**src/rtl/lsu_pkg.sv**
```systemverilog
// Shared types for the load/store unit: FSM state encoding and memory op kind.
package lsu_pkg;

  typedef enum logic [1:0] {
    IDLE = 2'd0,
    REQ  = 2'd1,
    WB   = 2'd2,
    DONE = 2'd3
  } lsu_state_e;

  typedef enum logic {
    OP_LOAD  = 1'b0,
    OP_STORE = 1'b1
  } lsu_op_e;

endpackage

```
**src/rtl/lsu_unit.sv**
```systemverilog
// Load/store unit: takes one decoded memory op, runs the memory valid/ready
// handshake and writes load results back through the register-file write port.
//
// state | meaning
// IDLE  | ready for a new op; malformed ops are dropped with illegal_op
// REQ   | memory request held until the matching ready is sampled
// WB    | load result presented to the register file, op_done
// DONE  | store complete, op_done
module lsu_unit
  import lsu_pkg::*;
#(
  parameter int DATA_W     = 8,
  parameter int ADDR_W     = 8,
  parameter int REG_ADDR_W = 4
) (
  input  logic                  clk,
  input  logic                  reset,
  input  logic                  issue_valid,
  output logic                  issue_ready,
  input  logic                  is_load,
  input  logic                  is_store,
  input  logic [DATA_W-1:0]     rs_data,
  input  logic [DATA_W-1:0]     rt_data,
  input  logic [REG_ADDR_W-1:0] rd,
  output logic                  mem_read_valid,
  output logic [ADDR_W-1:0]     mem_read_addr,
  input  logic                  mem_read_ready,
  input  logic [DATA_W-1:0]     mem_read_data,
  output logic                  mem_write_valid,
  output logic [ADDR_W-1:0]     mem_write_addr,
  output logic [DATA_W-1:0]     mem_write_data,
  input  logic                  mem_write_ready,
  output logic                  reg_write,
  output logic [REG_ADDR_W-1:0] write_reg,
  output logic [DATA_W-1:0]     write_data,
  output logic                  op_done,
  output logic                  illegal_op
);

  lsu_state_e            state_q;
  lsu_op_e               op_q;
  logic [ADDR_W-1:0]     addr_q;
  logic [DATA_W-1:0]     wdata_q;
  logic [DATA_W-1:0]     rdata_q;
  logic [REG_ADDR_W-1:0] rd_q;
  logic                  illegal_q;

  always_ff @(posedge clk or posedge reset) begin
    if (reset) begin
      state_q   <= IDLE;
      op_q      <= OP_LOAD;
      addr_q    <= '0;
      wdata_q   <= '0;
      rdata_q   <= '0;
      rd_q      <= '0;
      illegal_q <= 1'b0;
    end else begin
      illegal_q <= 1'b0;
      case (state_q)
        IDLE: begin
          if (issue_valid) begin
            if (is_load ^ is_store) begin
              addr_q  <= rs_data[ADDR_W-1:0];
              wdata_q <= rt_data;
              rd_q    <= rd;
              op_q    <= is_load ? OP_LOAD : OP_STORE;
              state_q <= REQ;
            end else begin
              illegal_q <= 1'b1;
            end
          end
        end
        REQ: begin
          // Only the ready matching the op in flight can advance the FSM.
          if (op_q == OP_LOAD) begin
            if (mem_read_ready) begin
              rdata_q <= mem_read_data;
              state_q <= WB;
            end
          end else if (mem_write_ready) begin
            state_q <= DONE;
          end
        end
        WB:      state_q <= IDLE;
        DONE:    state_q <= IDLE;
        default: state_q <= IDLE;
      endcase
    end
  end

  assign issue_ready     = (state_q == IDLE);
  assign mem_read_valid  = (state_q == REQ) && (op_q == OP_LOAD);
  assign mem_write_valid = (state_q == REQ) && (op_q == OP_STORE);
  assign mem_read_addr   = addr_q;
  assign mem_write_addr  = addr_q;
  assign mem_write_data  = wdata_q;
  assign reg_write       = (state_q == WB);
  assign write_reg       = rd_q;
  assign write_data      = rdata_q;
  assign op_done         = (state_q == WB) || (state_q == DONE);
  assign illegal_op      = illegal_q;

endmodule

```
**config.mk**
```make
export PLATFORM = sky130hd
export DESIGN_NAME = lsu_unit
export DESIGN_NICKNAME = d
export VERILOG_FILES = /design/src/rtl/lsu_pkg.sv /design/src/rtl/lsu_unit.sv
export SDC_FILE = /design/constraint.sdc
export NUM_CORES = 1
export LEC_CHECK = 0
export ABC_CLOCK_PERIOD_IN_PS = 1300
export BUFFER_PORTS_ARGS = -buffer_cell sky130_fd_sc_hd__buf_2
export CORE_UTILIZATION = 39
export CTS_CLUSTER_SIZE = 12
export DETAILED_ROUTE_END_ITERATION = 8
export PLACE_DENSITY_LB_ADDON = 0.12
export SKIP_CTS_REPAIR_TIMING = 1
export SYNTH_ARGS = -nofsm -noshare
export SYNTH_HDL_FRONTEND = slang
export SYNTH_SLANG_ARGS = --single-unit
```
**constraint.sdc**
```tcl
create_clock -name clk -period 1.3 [get_ports clk]
set_input_delay 0.26 -clock clk [delete_from_list [all_inputs] [get_ports clk]]
set_output_delay 0.26 -clock clk [all_outputs]
set_load 0.02 [all_outputs]
```
==> flow_summary.ini <==
[run_status]
status = finished with violations
violations = setup timing

[layout]
antenna_cells = 0
nFillCells = 284
syn_to_final_growth_pct = 48.7
postLayoutCoreUtil_pct = 61.4
layout_common_cells = buf_2 (71), dfrtp_1 (32), mux2_4 (24)
final_common_cell = buf_2
fin_area_sq_mm = 0.00208
drive_above_1_share_pct = 75.4
nNetsFinal = 213

[die]
row_count = 21
start_util_pct = 41.3
die_area_sq_mm = 0.00383
core-area_sq_mm = 0.00339
die_w_um = 61.9
ios = 77
die_h_um = 61.9

[synth]
netlist.area_leader.share_pct = 57.2
synth_top_family_by_area = multiplexers
synth_xor_area_share_pct = 0.626
synth_cells = 92
synth.avg_cell_area_sq_um = 15.2
synthSimpleGateAreaFrac_pct = 6.44
ys_warn_count = 0
synth.ff_latch_count = 32
synthAdderAreaFrac_pct = 0
synth_compound_area_share_pct = 1.34
post-synth-top-area-cell = dfrtp_1
syn_area_sq_mm = 0.00140
synth_cell_types = 18
seq_area_frac_synth_pct = 57.2
netlist_top_cells_area = dfrtp_1 (57%), mux2_4 (20%), mux2_2 (7.2%)
muxShareOfSynthArea_pct = 27.6
synth_nets = 127

[timing]
setup_ws_ns = -0.204
clock_skew_ns = 0.00847
rsz0062_at_grt = yes
fin_crit_sh_pct = 116
worst_pin_slew_ns = 0.246
maxSlewViolCount = 0
setup_viol = 26
max_freq_mhz = 665
min_period_ns = 1.50
whs_ns = 0.163
slew_headroom_pct = 83.6
final-hold-violation-count = 0

[detailed_routing]
drc = 0
avgViaCountPerCell = 4.41
vias = 992
wl_per_cell_um = 12.0
wirelength_um = 2710
drtIter0Drc = 26
dr.pass1.iters = 4
antenna_left = 0

[place]
gp_congestion = 0.665
place_area_sq_mm = 0.00184
port_buffers = 76
dp_hpwl_um = 1960

[power_and_ir_drop]
peakVddDrop_mv = 1.12
p_seq_share_pct = 32.7
p_sw_share_pct = 37.6
power_mw = 5.34
share_clk_of_total_power_pct = 15.4
power_switching_mw = 2.01
power.leakage_nw = 1.12
p_int_mw = 3.33
p_comb_share_pct = 51.8
power_density_mw_per_mm2 = 2570

[global_routing]
track_usage_pct = 13.6
grt_pass1_wl_um = 3620
overflow = 0
grt_max_degree = 22
first_global_vias = 827
antenna_found_initial = 0

[clock_tree]
h-tree-depth = 2
clk_pin_slew_ns = 0.10
tritoncts = yes
clock_latency_ns = 0.32
cts_max_path_buffers = 2
cts.sinks = 32
cts-root-buf = clkbuf_4
cts_buffers = 5

[worst_setup_path]
startpoint_type = register
worstSetupPathType = reg2out
cp.arrival_ns = 1.24
worstPathRequired_ns = 1.04
crit_fanout = 4
end_kind = output port

[min_path]
hold_class = in2reg

[flow_run]
maxCapViolCount = 0
## power by group through the flow
stage,Sequential [mW],Clock (mW),Combinational (mW)
detailed placement,1.77,0,2.48
global route,1.82,0.899,2.97
floorplan,2.33,0,1.24
finish,1.75,0.824,2.77
CTS,1.75,0.857,2.49
global placement,1.73,0,2.47
## routing by layer
metal | wire [um] | track usage, % | part of all wire, %
met1 | 1160 | 15.9 | 43
met2 | 1320 | 21.2 | 49
met3 | 201 | 6.00 | 7.4
met4 | 19 | 6.67 | 0.70
met5 | 0 | 0 | 0
## path summary, 6_finish.rpt
kind                              startpoint                 to  slack (ns)  cells after the start
hold reg to reg            mem_write_data[4]  mem_write_data[4]        0.51                      1
setup / recovery                  state_q[1]    mem_write_valid       -0.20                      4
min in group asynchronous              reset   mem_read_addr[2]        0.49                      4
setup reg to reg                  state_q[1]       write_reg[2]       -0.19                      5
hold / removal                    rs_data[2]   mem_read_addr[2]        0.16                      2
max in group asynchronous              reset      write_data[6]        0.57                      4
## critical path: stages (launching register included)
cell and delay [ns]:
dfrtp_1 0.42, nand2b_4 0.17, buf_6 0.13, nor2_4 0.08, buf_6 0.12
## Yosys cell counts, drive strengths merged
master	n
nand2	3
xor2	1
a21oi	2
mux2	28
inv	2
or3b	1
o22a	1
buf	10
dfrtp	32
nand2b	3
nor3b	1
nor2	6
clkbuf	1
nor2b	1
## through the flow
stage          instances  worst slack [ns]  TNS [ns]
2_1_floorplan         92           0.00812         0
3_3_place_gp         213          -0.00907   -0.0305
3_5_place_dp         213           -0.0491    -0.837
4_1_cts              221            -0.335     -2.04
5_1_grt              225            -0.266     -5.75
6_report             225            -0.204     -4.32
## logic make-up (layout without fill, tap and decap cells)
| family | Yosys count | after routing |
|---|---|---|
| AOI/OAI and AO/OA | 3 | 3 |
| xor gates and xnor gates | 1 | 1 |
| buffers and inverters | 13 | 100 |
| DFF | 32 | 32 |
| muxes | 28 | 28 |
| and+or+nand+nor | 15 | 15 |
## final cells by class
type,instances,area (sq um),share of cell area [%]
timing repair buffer,90,552,26.5
sequential,32,801,38.5
inverter,2,7.51,0.361
clock inverter,1,30.0,1.44
multi-input combinational,47,568,27.3
tap,46,57.6,2.77
clock buffer,7,65.1,3.13
Power figures use the tool's default switching activity.
